[src/rtl/trace_tx_pkg.sv]
// Shared encodings for the trace transmit arbiter: FSM states, TPIU sync pattern,
// frame geometry and grant identifiers.
package trace_tx_pkg;

  localparam logic [1:0] StIdle  = 2'd0;
  localparam logic [1:0] StSync  = 2'd1;
  localparam logic [1:0] StFrame = 2'd2;
  localparam logic [1:0] StStat  = 2'd3;

  localparam int unsigned SYNC_LEN    = 4;
  localparam int unsigned FRAME_BYTES = 16;

  // TPIU full sync, byte 0 in the low lane: FF FF FF 7F on the wire.
  localparam logic [31:0] SYNC_BYTES = 32'h7FFF_FFFF;

  localparam logic GRANT_FRAME = 1'b0;
  localparam logic GRANT_STAT  = 1'b1;

  localparam logic [3:0] SYNC_LAST  = 4'(SYNC_LEN - 1);
  localparam logic [3:0] FRAME_LAST = 4'(FRAME_BYTES - 1);
  localparam logic [3:0] STAT_LAST  = 4'd1;

  function automatic logic [7:0] frame_byte(input logic [127:0] frame, input logic [3:0] k);
    return frame[{k, 3'b000} +: 8];
  endfunction

  function automatic logic [7:0] sync_byte(input logic [1:0] k);
    return SYNC_BYTES[{k, 3'b000} +: 8];
  endfunction

endpackage

[src/rtl/trace_tx_arbiter_if.sv]
// Byte-stream and requester handshake bundle around the trace transmit arbiter.
// master: the arbiter; slave: frame buffer, status logic and UART TX side.
interface trace_tx_arbiter_if;

  logic         frame_valid;
  logic [127:0] frame_data;
  logic         frame_ready;
  logic         stat_valid;
  logic [7:0]   stat_byte;
  logic         stat_ready;
  logic [7:0]   tx_data;
  logic         tx_valid;
  logic         tx_ready;

  modport master (
    input  frame_valid,
    input  frame_data,
    output frame_ready,
    input  stat_valid,
    input  stat_byte,
    output stat_ready,
    output tx_data,
    output tx_valid,
    input  tx_ready
  );

  modport slave (
    output frame_valid,
    output frame_data,
    input  frame_ready,
    output stat_valid,
    output stat_byte,
    input  stat_ready,
    input  tx_data,
    input  tx_valid,
    output tx_ready
  );

endinterface

[src/rtl/led_stretch.sv]
// Retriggerable pulse stretcher for the transmit LED. Only built when TRACE_TX_LED_EN
// is defined, so the LED-less build carries no counter.
`ifdef TRACE_TX_LED_EN
module led_stretch #(
  parameter int unsigned HOLD_CYCLES = 4800000
) (
  input  logic clk,
  input  logic rst,
  input  logic pulse,
  output logic led
);

  localparam int unsigned CntW = $clog2(HOLD_CYCLES + 1);

  logic [CntW-1:0] cnt_q, cnt_d;

  always_comb begin
    cnt_d = cnt_q;
    if (pulse) begin
      cnt_d = CntW'(HOLD_CYCLES);
    end else if (cnt_q != '0) begin
      cnt_d = cnt_q - CntW'(1);
    end
  end

  always_ff @(posedge clk or posedge rst) begin
    if (rst) begin
      cnt_q <= '0;
    end else begin
      cnt_q <= cnt_d;
    end
  end

  assign led = (cnt_q != '0);

endmodule
`endif

[src/rtl/trace_tx_arbiter.sv]
// Shares the UART TX byte stream between TPIU trace frames and status reports, inserting
// TPIU full-sync periodically. Optional LED stretcher under TRACE_TX_LED_EN.
module trace_tx_arbiter
  import trace_tx_pkg::*;
#(
  parameter int unsigned SYNC_INTERVAL   = 16,
  parameter logic [7:0]  STAT_MARK       = 8'hA5,
  parameter int unsigned LED_HOLD_CYCLES = 4800000
) (
  input  logic                clk,
  input  logic                rst,
  input  logic                tx_en,
  trace_tx_arbiter_if.master  bus,
  output logic                busy,
  output logic                tx_led
);

  localparam int unsigned     CntW    = $clog2(SYNC_INTERVAL + 1);
  localparam logic [CntW-1:0] CntLast = CntW'(SYNC_INTERVAL - 1);

  logic [1:0]      state_q, state_d;
  logic [3:0]      idx_q, idx_d;
  logic [127:0]    shadow_q, shadow_d;
  logic [7:0]      stat_q, stat_d;
  logic [7:0]      tx_data_q, tx_data_d;
  logic            tx_valid_q, tx_valid_d;
  logic [CntW-1:0] cnt_q, cnt_d;
  logic            sync_due_q, sync_due_d;
  logic            last_grant_q, last_grant_d;

  logic            grant_sync, grant_frame, grant_stat;
  logic            hs, last_byte;
  logic [3:0]      idx_next, last_idx;
  logic [7:0]      next_byte;

  // Arbitration happens only in IDLE; a pending sync is sent only ahead of real traffic.
  always_comb begin
    grant_sync  = 1'b0;
    grant_frame = 1'b0;
    grant_stat  = 1'b0;
    if (state_q == StIdle && tx_en && !rst && (bus.frame_valid || bus.stat_valid)) begin
      if (sync_due_q) begin
        grant_sync = 1'b1;
      end else if (bus.frame_valid && bus.stat_valid) begin
        grant_frame = (last_grant_q == GRANT_STAT);
        grant_stat  = (last_grant_q == GRANT_FRAME);
      end else begin
        grant_frame = bus.frame_valid;
        grant_stat  = bus.stat_valid;
      end
    end
  end

  assign hs       = tx_valid_q && bus.tx_ready;
  assign idx_next = idx_q + 4'd1;

  always_comb begin
    unique case (state_q)
      StSync:  last_idx = SYNC_LAST;
      StFrame: last_idx = FRAME_LAST;
      StStat:  last_idx = STAT_LAST;
      default: last_idx = 4'd0;
    endcase
  end

  assign last_byte = (idx_q == last_idx);

  always_comb begin
    unique case (state_q)
      StSync:  next_byte = sync_byte(idx_next[1:0]);
      StFrame: next_byte = frame_byte(shadow_q, idx_next);
      StStat:  next_byte = stat_q;
      default: next_byte = 8'h00;
    endcase
  end

  always_comb begin
    state_d      = state_q;
    idx_d        = idx_q;
    shadow_d     = shadow_q;
    stat_d       = stat_q;
    tx_data_d    = tx_data_q;
    tx_valid_d   = tx_valid_q;
    cnt_d        = cnt_q;
    sync_due_d   = sync_due_q;
    last_grant_d = last_grant_q;

    if (state_q == StIdle) begin
      if (grant_sync) begin
        state_d    = StSync;
        idx_d      = 4'd0;
        tx_valid_d = 1'b1;
        tx_data_d  = sync_byte(2'd0);
      end else if (grant_frame) begin
        state_d      = StFrame;
        idx_d        = 4'd0;
        shadow_d     = bus.frame_data;
        tx_valid_d   = 1'b1;
        tx_data_d    = frame_byte(bus.frame_data, 4'd0);
        last_grant_d = GRANT_FRAME;
      end else if (grant_stat) begin
        state_d      = StStat;
        idx_d        = 4'd0;
        stat_d       = bus.stat_byte;
        tx_valid_d   = 1'b1;
        tx_data_d    = STAT_MARK;
        last_grant_d = GRANT_STAT;
      end
    end else if (hs) begin
      if (last_byte) begin
        state_d    = StIdle;
        tx_valid_d = 1'b0;
        if (state_q == StSync) begin
          sync_due_d = 1'b0;
        end
        if (state_q == StFrame) begin
          if (cnt_q == CntLast) begin
            cnt_d      = '0;
            sync_due_d = 1'b1;
          end else begin
            cnt_d = cnt_q + CntW'(1);
          end
        end
      end else begin
        idx_d     = idx_next;
        tx_data_d = next_byte;
      end
    end
  end

  always_ff @(posedge clk or posedge rst) begin
    if (rst) begin
      state_q      <= StIdle;
      idx_q        <= 4'd0;
      shadow_q     <= '0;
      stat_q       <= 8'h00;
      tx_data_q    <= 8'h00;
      tx_valid_q   <= 1'b0;
      cnt_q        <= '0;
      sync_due_q   <= 1'b1;
      last_grant_q <= GRANT_STAT;
    end else begin
      state_q      <= state_d;
      idx_q        <= idx_d;
      shadow_q     <= shadow_d;
      stat_q       <= stat_d;
      tx_data_q    <= tx_data_d;
      tx_valid_q   <= tx_valid_d;
      cnt_q        <= cnt_d;
      sync_due_q   <= sync_due_d;
      last_grant_q <= last_grant_d;
    end
  end

  assign bus.frame_ready = grant_frame;
  assign bus.stat_ready  = grant_stat;
  assign bus.tx_data     = tx_data_q;
  assign bus.tx_valid    = tx_valid_q;
  assign busy            = (state_q != StIdle);

`ifdef TRACE_TX_LED_EN
  led_stretch #(
    .HOLD_CYCLES(LED_HOLD_CYCLES)
  ) u_led_stretch (
    .clk  (clk),
    .rst  (rst),
    .pulse(hs),
    .led  (tx_led)
  );
`else
  // LED disabled: the hold length still participates so both builds share one parameter set.
  assign tx_led = 1'b0 & (LED_HOLD_CYCLES != 0);
`endif

endmodule

[src/flat_wrapper.sv]
// flat-port wrapper written by rule: the top's interface ports become plain ports
module trace_tx_arbiter_flat import trace_tx_pkg::*;
#(
  parameter int unsigned SYNC_INTERVAL   = 16,
  parameter logic [7:0]  STAT_MARK       = 8'hA5,
  parameter int unsigned LED_HOLD_CYCLES = 4800000
)
  (clk, rst, tx_en, busy, tx_led, bus_frame_valid, bus_frame_data, bus_frame_ready, bus_stat_valid, bus_stat_byte, bus_stat_ready, bus_tx_data, bus_tx_valid, bus_tx_ready);
  trace_tx_arbiter_if bus_i ();
  input  logic clk;
  input  logic rst;
  input  logic tx_en;
  output logic busy;
  output logic tx_led;
  input wire logic [$bits(bus_i.frame_valid)-1:0] bus_frame_valid;
  input wire logic [$bits(bus_i.frame_data)-1:0] bus_frame_data;
  output wire logic [$bits(bus_i.frame_ready)-1:0] bus_frame_ready;
  input wire logic [$bits(bus_i.stat_valid)-1:0] bus_stat_valid;
  input wire logic [$bits(bus_i.stat_byte)-1:0] bus_stat_byte;
  output wire logic [$bits(bus_i.stat_ready)-1:0] bus_stat_ready;
  output wire logic [$bits(bus_i.tx_data)-1:0] bus_tx_data;
  output wire logic [$bits(bus_i.tx_valid)-1:0] bus_tx_valid;
  input wire logic [$bits(bus_i.tx_ready)-1:0] bus_tx_ready;
  assign bus_i.frame_valid = bus_frame_valid;
  assign bus_i.frame_data = bus_frame_data;
  assign bus_frame_ready = bus_i.frame_ready;
  assign bus_i.stat_valid = bus_stat_valid;
  assign bus_i.stat_byte = bus_stat_byte;
  assign bus_stat_ready = bus_i.stat_ready;
  assign bus_tx_data = bus_i.tx_data;
  assign bus_tx_valid = bus_i.tx_valid;
  assign bus_i.tx_ready = bus_tx_ready;
  trace_tx_arbiter #(.SYNC_INTERVAL(SYNC_INTERVAL), .STAT_MARK(STAT_MARK), .LED_HOLD_CYCLES(LED_HOLD_CYCLES)) u_core (.clk(clk), .rst(rst), .tx_en(tx_en), .bus(bus_i), .busy(busy), .tx_led(tx_led));
endmodule
[config.mk]
export PLATFORM = sky130hd
export DESIGN_NAME = trace_tx_arbiter_flat
export DESIGN_NICKNAME = d
export VERILOG_FILES = /design/src/rtl/trace_tx_pkg.sv /design/src/rtl/trace_tx_arbiter_if.sv /design/src/rtl/led_stretch.sv /design/src/rtl/trace_tx_arbiter.sv /design/src/flat_wrapper.sv
export SDC_FILE = /design/constraint.sdc
export NUM_CORES = 1
export LEC_CHECK = 0
export CAP_MARGIN = 20
export CORE_ASPECT_RATIO = 1.1
export CORE_MARGIN = 2
export CORE_UTILIZATION = 35
export DETAILED_ROUTE_END_ITERATION = 12
export GPL_TIMING_DRIVEN = 0
export RECOVER_POWER = 100
export SYNTH_ARGS = -nofsm -noshare
export SYNTH_HDL_FRONTEND = slang
export SYNTH_SLANG_ARGS = --single-unit
export TNS_END_PERCENT = 20
[constraint.sdc]
create_clock -name clk -period 10.3 [get_ports clk]
set_clock_uncertainty 0.15 [all_clocks]
set_input_delay 2.575 -clock clk [delete_from_list [all_inputs] [get_ports clk]]
set_output_delay 2.575 -clock clk [all_outputs]
set_load 0.01 [all_outputs]
* Word level (Yosys, flattened, before mapping)
Index checks and enable logic that the tools add are counted.
Word-level totals: logic and storage cells 82, flip-flop bits (word level) 158, bits of input ports 142
Cells by class: shifts and indexed selects 2, multiplexer cells 39, equal/unequal tests 7, bitwise gates (word level) 4, add/subtract/negate cells 2, reductions and logical operators 19
Operator list (count):
- variable part select 128 x 8 -> 8 bit | 1
- two-way mux 8 bit | 6
- variable part select 32 x 6 -> 8 bit (first input constant) | 1
- two-way mux 4 bit | 6
- case mux 8 bit (3 select lines) | 1
- two-way mux 1 bit | 18
- AND reduction 3 bit | 5
- two-way mux 2 bit | 6
- case mux 4 bit (3 select lines) | 1
- AND reduction 4 bit | 2
- nonzero test 2 bit | 4
- adder 5 x 1 -> 5 bit (second input constant) | 1
- == test 5 x 4 -> 1 bit (second input constant) | 1
- logical AND 1 bit | 5
- two-way mux 5 bit | 1
- adder 4 x 1 -> 4 bit (second input constant) | 1
- == test 2 bit (second input constant) | 2
- == test 4 bit | 1
- != test 4 x 3 -> 1 bit (second input constant) | 1
- inverter 1 bit | 4
- == test 2 x 1 -> 1 bit (second input constant) | 1
- logical NOT 2 bit | 1
- != test 2 bit (second input constant) | 1
- logical NOT 1 bit | 1
- logical OR 1 bit | 1

* Longest topological paths before layout
depth in word-level cells 9, gate-level depth with buffers 10, gate-level depth less buffers 8

* Worst setup path before layout
Ideal clock, no wire load.
kind in2out, start point in rst, end point out bus_frame_ready, setup slack 4.010 ns, path buffers 1, stages on the path 4, arrival time 3.565 ns, required time 7.575 ns, cells stage by stage and4bb_2 -> nand3_1 -> inv_2 -> buf_1
Between the ends: cells in the longest elaborated chain, start to end 4
Ends and longest elaborated chain:
- from (decl) | RTL line flat_wrapper.sv:11 | input logic rst;
- logical NOT 1 bit | RTL line trace_tx_arbiter.sv:41 | if (state_q == StIdle && tx_en && !rst && (bus.frame_valid || bus.stat_valid)) begin
- logical AND 1 bit (2 in a row) | RTL line trace_tx_arbiter.sv:41
- two-way mux 1 bit | RTL line trace_tx_arbiter.sv:41
- to (decl) | RTL line flat_wrapper.sv:17 | output wire logic [$bits(bus_i.frame_ready)-1:0] bus_frame_ready;
Every way passes these cells.

* Worst setup path after layout
Same ends and word-level chain as after synthesis.

==> results.ini <==
[outcome]
status = finished with violations
violations = max-capacitance violations, max-slew violations

[clock_tree]
clkTransAtPathRegs_ns = 0.06
holdBufCountCts = 0
cts-root-buf = clkbuf_16
cts_tree = built
cts_sinks = 158
cts-htree-levels = 4
cts_buffers = 17
clock_latency_ns = 0.43
post_cts_buffers = 0
clock_path_buffers = 2
cts-resized-gates = 0

[synth]
synth_enable_flop_cells = 0
yosys_warnings = 0
syn_avg_cell_area_sq_um = 9.56
async_flop_share_pct = 100
synthDistinctLibCells = 50
synthCells = 785
ys.flop_type = dfrtp_1
yosysSeqAreaShare_pct = 52.7
synth.net_count = 936
synth_area_sq_mm = 0.00750
ys_ff_latch = 158

[route]
viasPerCell = 4.81
drcViolationCount = 0
wl_per_cell_um = 16.9
wl_um = 21400
drtIter0Drc = 339
dr.pass1.iters = 5
ant_nets = 0
via_count = 6063

[global_route]
grt_overflow = 0
grt_max_degree = 114
antenna_found_initial = 0
grt_usage_pct = 19.8
grt_pass1_vias = 6193
grt_pass1_wl_um = 33700

[critical_path]
worstPathRequired_ns = 7.58
critPathArrivalTime_ns = 5.34
criticalPathCategory = in2out
crit_fanout = 10
r2r_slack_ns = 6.49
end_kind = output pin
cp-start-kind = input port

[place]
hpwl_um = 15900
place_congestion = 0.822
numPortBuffers = 153
place_area_sq_mm = 0.00943
dp_cells = 1229

[sta]
post-route-period-util_pct = 78.3
min_period_ns = 8.06
slew_headroom_pct = -89.0
hold_viol = 0
fmax_mhz = 124
slew_viol_final = 161
worst_slew_pin_slew_ns = 2.83
setup_viol = 0
setup_tns_ns = 0
rsz0062_at_grt = false

[finish]
stdcell_count = 1261
fin_nets = 1109
num_antenna_cells = 0
syn2layout_area_growth_pct = 33.3
drive_gt1_share_pct = 8.65
design_area_sq_mm = 0.0100

[die]
dieArea_sq_mm = 0.0226
rows = 56
io_pins = 155
core_region_area_sq_mm = 0.0212
floorplan.initialDensity_pct = 35.5
die_w_um = 144
dieHeight_um = 158

[power]
power.total_mw = 2.21
power.density_mw_per_mm2 = 221
leakagePower_nw = 5.01
irDropWorstVdd_v = 0.000114

[hold_path]
hp-class = reg2reg

[job]
drv_cap = 2

## layout make-up
cell class	count	area (sq um)
fillers	2120	11200
flip-flops and latches	158	3960
multi-input cells	574	3270
repair buffers	154	1540
clock buffers	22	494
well taps	290	363
plain buffers	44	225
clock inverters	10	126
inverters	9	35.0
## power by group
part	switching (mW)	total (mW)	leakage, nW	internal (mW)
Clock	0.259	0.651	0.296	0.392
Sequential	0.0905	0.864	2.11	0.774
Combinational	0.362	0.691	2.60	0.328
Total	0.712	2.21	5.01	1.49
## layout by cell type (no fill, tap or decap), types with 4 or more instances in the layout
| cell type | netlist | routed |
|---|---|---|
| nand2_1 | 429 | 429 |
| dfrtp_1 | 156 | 156 |
| clkdlybuf4s50_1 | 0 | 139 |
| clkbuf_1 | 18 | 34 |
| mux4_2 | 22 | 22 |
| clkbuf_16 | 0 | 17 |
| dlygate4sd3_1 | 0 | 14 |
| o21ai_0 | 11 | 13 |
| nand3_1 | 12 | 12 |
| mux4_1 | 10 | 10 |
| ha_1 | 9 | 9 |
| a31oi_1 | 8 | 8 |
| mux2i_1 | 8 | 8 |
| inv_1 | 7 | 7 |
| mux2_2 | 6 | 6 |
| clkbuf_8 | 1 | 6 |
| a21o_1 | 6 | 6 |
| buf_6 | 5 | 5 |
| nor2_1 | 5 | 5 |
| o211a_1 | 5 | 5 |
| o22ai_1 | 4 | 4 |
| o221a_2 | 4 | 4 |
## critical path, stage by stage
cell           delay, ns
dlygate4sd3_1       0.58
and4bb_2            0.31
nand3_1             0.35
inv_1               0.46
clkbuf_1            0.39
dlygate4sd3_1       0.67
## final timing paths
path | startpoint | endpoint | depth (start not counted)
hold reg to reg | u_core.shadow_q[39]$_DFFE_PP0P_ | u_core.shadow_q[39]$_DFFE_PP0P_ | 2
setup reg to reg | u_core.state_q[1]$_DFFE_PP0P_ | u_core.shadow_q[30]$_DFFE_PP0P_ | 10
min in group asynchronous | rst | u_core.stat_q[7]$_DFFE_PP0P_ | 2
hold / removal | u_core.shadow_q[39]$_DFFE_PP0P_ | u_core.shadow_q[39]$_DFFE_PP0P_ | 2
setup / recovery | rst | bus_frame_ready | 6
max in group asynchronous | rst | u_core.shadow_q[119]$_DFFE_PP0P_ | 3
## registers in the layout, summed over array words and instances, names as in the netlist
register	flops
u_core.sync_due_q	1
u_core.last_grant_q	1
u_core.state_q	2
u_core.shadow_q	128
u_core.cnt_q	5
u_core.bus.tx_data	8
u_core.stat_q	8
u_core.idx_q	4
u_core.bus.tx_valid	1
## synth_stat cells (3+ instances only)
cell,number,area (sq um)
a21o_1,6,45.0
a31oi_1,8,50.1
buf_1,4,15.0
buf_2,12,60.1
buf_4,4,30.0
buf_6,5,56.3
clkbuf_1,18,67.6
dfrtp_1,156,3900
ha_1,9,113
inv_1,7,26.3
mux2_2,6,67.6
mux2i_1,8,80.1
mux4_1,10,263
mux4_2,22,495
nand2_1,429,1610
nand3_1,12,60.1
nor2_1,5,18.8
nor3_1,3,15.0
o211a_1,5,50.1
o21ai_0,11,55.1
o221a_2,4,45.0
o22ai_1,4,25.0
xnor2_1,3,26.3
## kinds of logic (layout without fill, tap and decap cells)
logic type / Yosys count / count (layout) / share of synthesized area, %
xor+xnor: 4 / 4 / 0.717
mux: 47 / 47 / 12.4
simple gates: 460 / 460 / 23.7
fa+ha+maj: 9 / 9 / 1.50
flops: 158 / 158 / 52.7
other cells: 1 / 1 / 0.0500
compound gates: 53 / 53 / 5.19
buf+inv: 53 / 239 / 3.68
## metal layers
metal / vias to the layer above / wire length (um) / track usage [%]
met5: - / 0 / 0
met4: 0 / 398 / 6.26
met3: 23 / 945 / 3.18
met2: 156 / 10400 / 32.0
met1: 2968 / 9660 / 27.5
li1: 2916 / - / -
## metrics by stage
stage / util, % / hold WS, ns / setup WS, ns
2_1_floorplan: - / 0.287 / 3.32
3_3_place_gp: 44.4 / 0.301 / 0.946
3_5_place_dp: 44.6 / 0.308 / 2.40
4_1_cts: 47.5 / 0.323 / 2.39
5_1_grt: 47.3 / 0.338 / 2.11
6_report: 47.3 / 0.322 / 2.24
(Power assumes the default switching activity.)
